### config.mk
export PLATFORM = sky130hd
export DESIGN_NAME = tcam_lookup_sched_flat
export DESIGN_NICKNAME = d
export VERILOG_FILES = /design/src/rtl/tcam_lookup_sched_if.sv /design/src/rtl/tcam_lookup_sched.sv /design/src/flat_wrapper.sv
export SDC_FILE = /design/constraint.sdc
export NUM_CORES = 1
export LEC_CHECK = 0
export ABC_AREA = 1
export ABC_CLOCK_PERIOD_IN_PS = 2100
export CELL_PAD_IN_SITES_DETAIL_PLACEMENT = 0
export CELL_PAD_IN_SITES_GLOBAL_PLACEMENT = 1
export CORE_AREA = 2 2 353 355
export CTS_CLUSTER_SIZE = 16
export DETAILED_ROUTE_END_ITERATION = 10
export DIE_AREA = 0 0 355 357
export GPL_TIMING_DRIVEN = 1
export MAX_ROUTING_LAYER = met4
export PLACE_DENSITY_LB_ADDON = 0.1
export SYNTH_ARGS = -nofsm -noshare
export SYNTH_HDL_FRONTEND = slang
export SYNTH_SLANG_ARGS = --single-unit
### constraint.sdc
create_clock -name clk -period 2.1 [get_ports clk]
set_input_delay 0.525 -clock clk [delete_from_list [all_inputs] [get_ports clk]]
set_output_delay 0.525 -clock clk [all_outputs]
set_load 0.02 [all_outputs]
### src/rtl/tcam_lookup_sched_if.sv
// Requester-side bundle for the TCAM lookup scheduler: packet lookup
// requests, lookup results and CPU entry updates.
interface tcam_lookup_sched_if #(
  parameter int unsigned KEY_W = 128,
  parameter int unsigned IDX_W = 4,
  parameter int unsigned TAG_W = 8
);
  logic             pkt_valid;
  logic             pkt_ready;
  logic [KEY_W-1:0] pkt_key;
  logic [TAG_W-1:0] pkt_tag;

  logic             res_valid;
  logic             res_ready;
  logic             res_hit;
  logic [IDX_W-1:0] res_idx;
  logic [TAG_W-1:0] res_tag;
  logic             res_err;

  logic             upd_valid;
  logic             upd_ready;
  logic [IDX_W-1:0] upd_idx;
  logic [KEY_W-1:0] upd_key;
  logic [KEY_W-1:0] upd_mask;
  logic             upd_en;

  modport master (
    output pkt_valid, pkt_key, pkt_tag, res_ready,
           upd_valid, upd_idx, upd_key, upd_mask, upd_en,
    input  pkt_ready, res_valid, res_hit, res_idx, res_tag, res_err, upd_ready
  );

  modport slave (
    input  pkt_valid, pkt_key, pkt_tag, res_ready,
           upd_valid, upd_idx, upd_key, upd_mask, upd_en,
    output pkt_ready, res_valid, res_hit, res_idx, res_tag, res_err, upd_ready
  );
endinterface

### src/rtl/tcam_lookup_sched.sv
// TCAM lookup scheduler: arbitrates the single ternary match engine between
// packet lookups and CPU entry writes, one operation at a time, holds one
// result for the action stage and keeps saturating lookup statistics.
module tcam_lookup_sched #(
  parameter int unsigned KEY_W   = 128,
  parameter int unsigned ENTRIES = 16,
  parameter int unsigned TAG_W   = 8,
  parameter int unsigned TIMEOUT = 15,
  localparam int unsigned IDX_W  = $clog2(ENTRIES)
) (
  input  logic              clk,
  input  logic              resetn,
  tcam_lookup_sched_if.slave host,
  output logic              tc_srch_start,
  output logic [KEY_W-1:0]  tc_srch_key,
  input  logic              tc_srch_done,
  input  logic              tc_hit,
  input  logic [IDX_W-1:0]  tc_idx,
  output logic              tc_wr,
  output logic [IDX_W-1:0]  tc_wr_idx,
  output logic [KEY_W-1:0]  tc_wr_key,
  output logic [KEY_W-1:0]  tc_wr_mask,
  output logic              tc_wr_en,
  output logic [31:0]       stat_lookups,
  output logic [31:0]       stat_hits,
  output logic [15:0]       stat_timeouts,
  input  logic              stat_clr
);

  localparam int unsigned TMR_W = $clog2(TIMEOUT + 1);
  localparam logic [IDX_W:0] ENTRIES_W = (IDX_W + 1)'(ENTRIES);

  typedef enum logic [1:0] {
    S_IDLE,
    S_SEARCH,
    S_RESP,
    S_WRITE
  } state_t;

  typedef enum logic {
    G_PKT,
    G_UPD
  } grant_t;

  state_t           state, next_state;
  grant_t           last_grant;
  logic [TMR_W-1:0] timer;
  logic [KEY_W-1:0] key_q;
  logic [TAG_W-1:0] tag_q;
  logic             wr_ok;
  logic             res_hit_q;
  logic [IDX_W-1:0] res_idx_q;
  logic             res_err_q;

  logic take_pkt;
  logic take_upd;
  logic srch_fin;
  logic srch_to;

  // State register
  always_ff @(posedge clk) begin
    if (!resetn) state <= S_IDLE;
    else         state <= next_state;
  end

  // Arbitration, search completion detection and next-state selection
  always_comb begin
    next_state = state;
    take_pkt   = 1'b0;
    take_upd   = 1'b0;
    srch_fin   = 1'b0;
    srch_to    = 1'b0;
    case (state)
      S_IDLE: begin
        // Under contention the side not granted last time wins.
        if (host.pkt_valid && (!host.upd_valid || last_grant == G_UPD)) begin
          take_pkt   = 1'b1;
          next_state = S_SEARCH;
        end else if (host.upd_valid) begin
          take_upd   = 1'b1;
          next_state = S_WRITE;
        end
      end
      S_SEARCH: begin
        // timer==0 is the start cycle; the done strobe is only honoured after it.
        if (timer != '0 && tc_srch_done) begin
          srch_fin   = 1'b1;
          next_state = S_RESP;
        end else if (timer == TMR_W'(TIMEOUT)) begin
          srch_to    = 1'b1;
          next_state = S_RESP;
        end
      end
      S_RESP: begin
        if (host.res_ready) next_state = S_IDLE;
      end
      S_WRITE: begin
        next_state = S_IDLE;
      end
      default: next_state = S_IDLE;
    endcase
  end

  // Request latching, search timer and result capture
  always_ff @(posedge clk) begin
    if (!resetn) begin
      last_grant <= G_PKT;
      timer      <= '0;
      key_q      <= '0;
      tag_q      <= '0;
      wr_ok      <= 1'b0;
      tc_wr_idx  <= '0;
      tc_wr_key  <= '0;
      tc_wr_mask <= '0;
      tc_wr_en   <= 1'b0;
      res_hit_q  <= 1'b0;
      res_idx_q  <= '0;
      res_err_q  <= 1'b0;
    end else begin
      if (take_pkt) begin
        last_grant <= G_PKT;
        key_q      <= host.pkt_key;
        tag_q      <= host.pkt_tag;
        timer      <= '0;
      end else if (state == S_SEARCH) begin
        timer <= timer + 1'b1;
      end
      if (take_upd) begin
        last_grant <= G_UPD;
        tc_wr_idx  <= host.upd_idx;
        tc_wr_key  <= host.upd_key;
        tc_wr_mask <= host.upd_mask;
        tc_wr_en   <= host.upd_en;
        wr_ok      <= ({1'b0, host.upd_idx} < ENTRIES_W);
      end
      if (srch_fin) begin
        res_hit_q <= tc_hit;
        res_idx_q <= tc_idx;
        res_err_q <= 1'b0;
      end else if (srch_to) begin
        res_hit_q <= 1'b0;
        res_idx_q <= '0;
        res_err_q <= 1'b1;
      end
    end
  end

  // Saturating statistics; clear takes precedence over a same-cycle increment
  always_ff @(posedge clk) begin
    if (!resetn || stat_clr) begin
      stat_lookups  <= '0;
      stat_hits     <= '0;
      stat_timeouts <= '0;
    end else begin
      if ((srch_fin || srch_to) && stat_lookups != '1) stat_lookups <= stat_lookups + 1'b1;
      if (srch_fin && tc_hit && stat_hits != '1)       stat_hits <= stat_hits + 1'b1;
      if (srch_to && stat_timeouts != '1)               stat_timeouts <= stat_timeouts + 1'b1;
    end
  end

  assign host.pkt_ready = take_pkt;
  assign host.upd_ready = (state == S_WRITE);
  assign host.res_valid = (state == S_RESP);
  assign host.res_hit   = res_hit_q;
  assign host.res_idx   = res_idx_q;
  assign host.res_tag   = tag_q;
  assign host.res_err   = res_err_q;

  assign tc_srch_start  = (state == S_SEARCH) && (timer == '0);
  assign tc_srch_key    = key_q;
  assign tc_wr          = (state == S_WRITE) && wr_ok;

endmodule

### src/flat_wrapper.sv
// flat-port wrapper written by rule: the top's interface ports become plain ports
module tcam_lookup_sched_flat 
#(
  parameter int unsigned KEY_W   = 128,
  parameter int unsigned ENTRIES = 16,
  parameter int unsigned TAG_W   = 8,
  parameter int unsigned TIMEOUT = 15,
  localparam int unsigned IDX_W  = $clog2(ENTRIES)
)
  (clk, resetn, tc_srch_start, tc_srch_key, tc_srch_done, tc_hit, tc_idx, tc_wr, tc_wr_idx, tc_wr_key, tc_wr_mask, tc_wr_en, stat_lookups, stat_hits, stat_timeouts, stat_clr, host_pkt_valid, host_pkt_key, host_pkt_tag, host_res_ready, host_upd_valid, host_upd_idx, host_upd_key, host_upd_mask, host_upd_en, host_pkt_ready, host_res_valid, host_res_hit, host_res_idx, host_res_tag, host_res_err, host_upd_ready);
  tcam_lookup_sched_if #(.KEY_W(KEY_W), .IDX_W((4)), .TAG_W(TAG_W)) host_i ();
  input  logic clk;
  input  logic resetn;
  output logic tc_srch_start;
  output logic [KEY_W-1:0] tc_srch_key;
  input  logic tc_srch_done;
  input  logic tc_hit;
  input  logic [IDX_W-1:0] tc_idx;
  output logic tc_wr;
  output logic [IDX_W-1:0] tc_wr_idx;
  output logic [KEY_W-1:0] tc_wr_key;
  output logic [KEY_W-1:0] tc_wr_mask;
  output logic tc_wr_en;
  output logic [31:0] stat_lookups;
  output logic [31:0] stat_hits;
  output logic [15:0] stat_timeouts;
  input  logic stat_clr;
  input wire logic [$bits(host_i.pkt_valid)-1:0] host_pkt_valid;
  input wire logic [$bits(host_i.pkt_key)-1:0] host_pkt_key;
  input wire logic [$bits(host_i.pkt_tag)-1:0] host_pkt_tag;
  input wire logic [$bits(host_i.res_ready)-1:0] host_res_ready;
  input wire logic [$bits(host_i.upd_valid)-1:0] host_upd_valid;
  input wire logic [$bits(host_i.upd_idx)-1:0] host_upd_idx;
  input wire logic [$bits(host_i.upd_key)-1:0] host_upd_key;
  input wire logic [$bits(host_i.upd_mask)-1:0] host_upd_mask;
  input wire logic [$bits(host_i.upd_en)-1:0] host_upd_en;
  output wire logic [$bits(host_i.pkt_ready)-1:0] host_pkt_ready;
  output wire logic [$bits(host_i.res_valid)-1:0] host_res_valid;
  output wire logic [$bits(host_i.res_hit)-1:0] host_res_hit;
  output wire logic [$bits(host_i.res_idx)-1:0] host_res_idx;
  output wire logic [$bits(host_i.res_tag)-1:0] host_res_tag;
  output wire logic [$bits(host_i.res_err)-1:0] host_res_err;
  output wire logic [$bits(host_i.upd_ready)-1:0] host_upd_ready;
  assign host_i.pkt_valid = host_pkt_valid;
  assign host_i.pkt_key = host_pkt_key;
  assign host_i.pkt_tag = host_pkt_tag;
  assign host_i.res_ready = host_res_ready;
  assign host_i.upd_valid = host_upd_valid;
  assign host_i.upd_idx = host_upd_idx;
  assign host_i.upd_key = host_upd_key;
  assign host_i.upd_mask = host_upd_mask;
  assign host_i.upd_en = host_upd_en;
  assign host_pkt_ready = host_i.pkt_ready;
  assign host_res_valid = host_i.res_valid;
  assign host_res_hit = host_i.res_hit;
  assign host_res_idx = host_i.res_idx;
  assign host_res_tag = host_i.res_tag;
  assign host_res_err = host_i.res_err;
  assign host_upd_ready = host_i.upd_ready;
  tcam_lookup_sched #(.KEY_W(KEY_W), .ENTRIES(ENTRIES), .TAG_W(TAG_W), .TIMEOUT(TIMEOUT)) u_core (.clk(clk), .resetn(resetn), .host(host_i), .tc_srch_start(tc_srch_start), .tc_srch_key(tc_srch_key), .tc_srch_done(tc_srch_done), .tc_hit(tc_hit), .tc_idx(tc_idx), .tc_wr(tc_wr), .tc_wr_idx(tc_wr_idx), .tc_wr_key(tc_wr_key), .tc_wr_mask(tc_wr_mask), .tc_wr_en(tc_wr_en), .stat_lookups(stat_lookups), .stat_hits(stat_hits), .stat_timeouts(stat_timeouts), .stat_clr(stat_clr));
endmodule
==> results of run 1 <==
worst min-delay path by stage:
stage	from	endpoint	slack, ns	cells after the start
5_1_grt	resetn	u_core.tc_wr_mask[112]	0.13	3
2_1_floorplan	u_core.wr_ok	u_core.wr_ok	0.44	2
6_report	resetn	u_core.tc_wr_mask[112]	0.17	3
3_5_place_dp	u_core.wr_ok	u_core.wr_ok	0.45	2
3_3_place_gp	u_core.wr_ok	u_core.wr_ok	0.45	2
4_1_cts	resetn	u_core.tc_wr_mask[112]	0.10	3
synthesized netlist by cell type (2+ instances only):
library cell / instances
nand4_1: 5
xor2_1: 15
buf_4: 4
nor2_2: 3
nor2_4: 2
o21ai_0: 268
nand3_1: 61
nor3_1: 7
and2_1: 10
nand3_2: 5
dfxtp_1: 491
ha_1: 5
buf_6: 12
a21oi_1: 215
clkbuf_1: 84
inv_2: 7
nand2_1: 540
xnor2_1: 5
inv_1: 50
a31oi_1: 4
buf_2: 56
nor2_1: 730
nand2_2: 7
nand3b_1: 2
cells in the final DEF (no fill, tap or decap), types with 59 or more instances in the layout:
cell type | synthesis | final
a21oi_1 | 215 | 215
buf_4 | 4 | 109
clkbuf_16 | 0 | 74
clkdlybuf4s50_1 | 0 | 407
dfxtp_1 | 491 | 480
dlygate4sd2_1 | 0 | 474
nand2_1 | 540 | 539
nand3_1 | 61 | 59
nor2_1 | 730 | 727
o21ai_0 | 268 | 268
stage by stage:
stage	instance area, um2	worst slack [ns]	TNS [ns]
final	32600	0.0600	0
after detailed placement	30500	-0.276	-44.02
after CTS	32500	-0.00623	-0.00623
after floorplan	19000	0.334	0
after global placement	30500	-0.319	-39.75
after global routing	32600	-0.0276	-0.0374
power by group:
part | switching, mW | internal (mW) | total, mW
Clock | 4.95 | 7.60 | 12.6
Combinational | 5.63 | 3.58 | 9.20
Sequential | 0.669 | 10.7 | 11.4
Total | 11.2 | 21.9 | 33.1
layer usage:
| layer | part of all wire, % | GRT usage, % |
|---|---|---|
| met5 | 0 | - |
| met1 | 39 | 18.4 |
| met2 | 51 | 30.1 |
| met3 | 7.4 | 5.86 |
| met4 | 2.3 | 4.70 |
cell type report:
class	count	area share, %
Clock inverter	23	1.01
Clock buffer	106	6.36
Inverter	58	0.721
Timing Repair Buffer	1032	30.0
Antenna cell	25	0.192
Sequential cell	491	30.2
Multi-Input combinational cell	1894	25.2
Tap cell	1637	6.28
logic make-up after synthesis:
kind of cell | Yosys count | share of synthesized area, %
buffers and inverters | 214 | 5.16
xor gates and xnor gates | 20 | 0.924
AOI/OAI and AO/OA | 490 | 13.0
and+or+nand+nor | 1379 | 28.7
DFF | 491 | 51.8
adders and majority gates | 5 | 0.330
flip-flops by register name, summed over array words and instances, names as in the netlist:
name	count
u_core.host.res_err	1
u_core.host.res_hit	1
u_core.host.res_idx	4
u_core.host.res_tag	8
u_core.last_grant	1
u_core.stat_hits	32
u_core.stat_lookups	32
u_core.stat_timeouts	16
u_core.state	2
u_core.tc_srch_key	128
u_core.tc_wr_en	1
u_core.tc_wr_idx	4
u_core.tc_wr_key	128
u_core.tc_wr_mask	128
u_core.timer	4
u_core.wr_ok	1
repair_timing:
action	CTS	global route
endpoints found under the setup margin	485	18
endpoints found under the hold margin	0	0
pin swaps	4	2
buffers inserted	17	1
resized for setup	515	7
==> metrics, run 1 <==
status=finished, final reports clean; Synthesized Nets=3013; Die H=357 um; initial antenna violation count=37; Inst Count DP=approximately 5100; Boundary Pins=around 900; Clock Latency Late Sink=0.64 ns; Post-Syn Area=0.0190 mm2; Tcrit/Tclk final=97.1%; WP depth=1; PD cells=1020 mW/mm2; Critical Path AT=1.52 ns; Sink Count=491; crit-path max cell delay=0.44 ns; largest net degree at the start of global routing=95; Worst slew margin=64.7%; ratio of cells with drive above 1 in the final layout=8.52%; MaxCap Viol Count=0; post-route ant nets=0; Critical Path End=stat_hits[25]; WP buf/inv=1; share of flip-flops with an asynchronous set or reset=0%; Avg Inst Size Synth=7.29 um2; Layout Cells excl Fill=5266; Synth Flop Type=dfxtp_1; CTS tree=yes; layout net count=3963; hold_ws=0.168 ns; RSZ-0062 raised after global routing=true; core area=approximately 0.12 mm2; Synth Register Bits=491; Worst setup SP type=register; R2R cell count=14; RR Endpoint=u_core.timer[3]; Period minus WS final=2.04 ns; PortBufs=around 900; num rows=129; crit end category=output port; Multi-input gate area=approximately 0.008 mm2; fillers=13700; Die Wd=355 um; gr ovfl total=0; clock buffer depth=3; Sequential Area=0.00985 mm2; max-slew violation total from the final report=0; share of the synthesized area in the top cell type=51.8%; total CTS buffers=72; Die ar.=0.127 mm2; Achievable Freq=~500 MHz; Area Growth Syn to Fin=72.0%; # setup viols final=0; WL/cell=20.8 um; vias in the first global route=20300; dpl hpwl=86100 um; worst r2r src=u_core.timer[0]; critical path class=register to output port; worst path required time=1.57 ns; Worst-path clk slew=0.05 ns; cell at the slowest stage of the critical path=dfxtp_1; total wire length=about 110000 um; Worst Hold Class=primary input to register; H-tree depth=3; post-synthesis cell type count=35; Iter 0 DRT Violations=992; CTS Hold Bufs=0; Crit path max-delay family=flip-flops; Util after Layout=26.5%; starting density of the core=15.4%; Tot GR Track Use=17.2%; Via Count=roughly 20000; largest cells by area after synthesis=dfxtp_1 (52%), nor2_1 (14%), nand2_1 (11%); root buffer cell=clkbuf_16; area leader, netlist=dfxtp_1; drt via density=3.83; yosys warns=0; first-pass GRT wire length=153000 um; first drt pass iteration count=5; total power=33.1 mW; Post-synth EDFFs=0; Worst-Margin Slew=0.530 ns; Setup crit start=u_core.stat_hits[25]; Final Skew=approximately 0.022 ns; Syn Inst Count=between 2000 and 3000; flop-to-flop setup slack=0.09 ns; crit-path max FO=5; DRC=0; peak supply drop=0.000590 V; Hold Fails Final Rpt=0; CP cell instances=dlygate4sd2_1; sequential fraction of the synthesis area=between 50% and 60%; P_leak=14.0 nW; GP Congestion=0.807
Power figures use the tool's default switching activity.
==> run 2: changes to the inputs <==
Settings changed: SLEW_MARGIN set to 20.
==> results of run 2 <==
The final DEF is identical to that of run 1; final timing and power are the same.
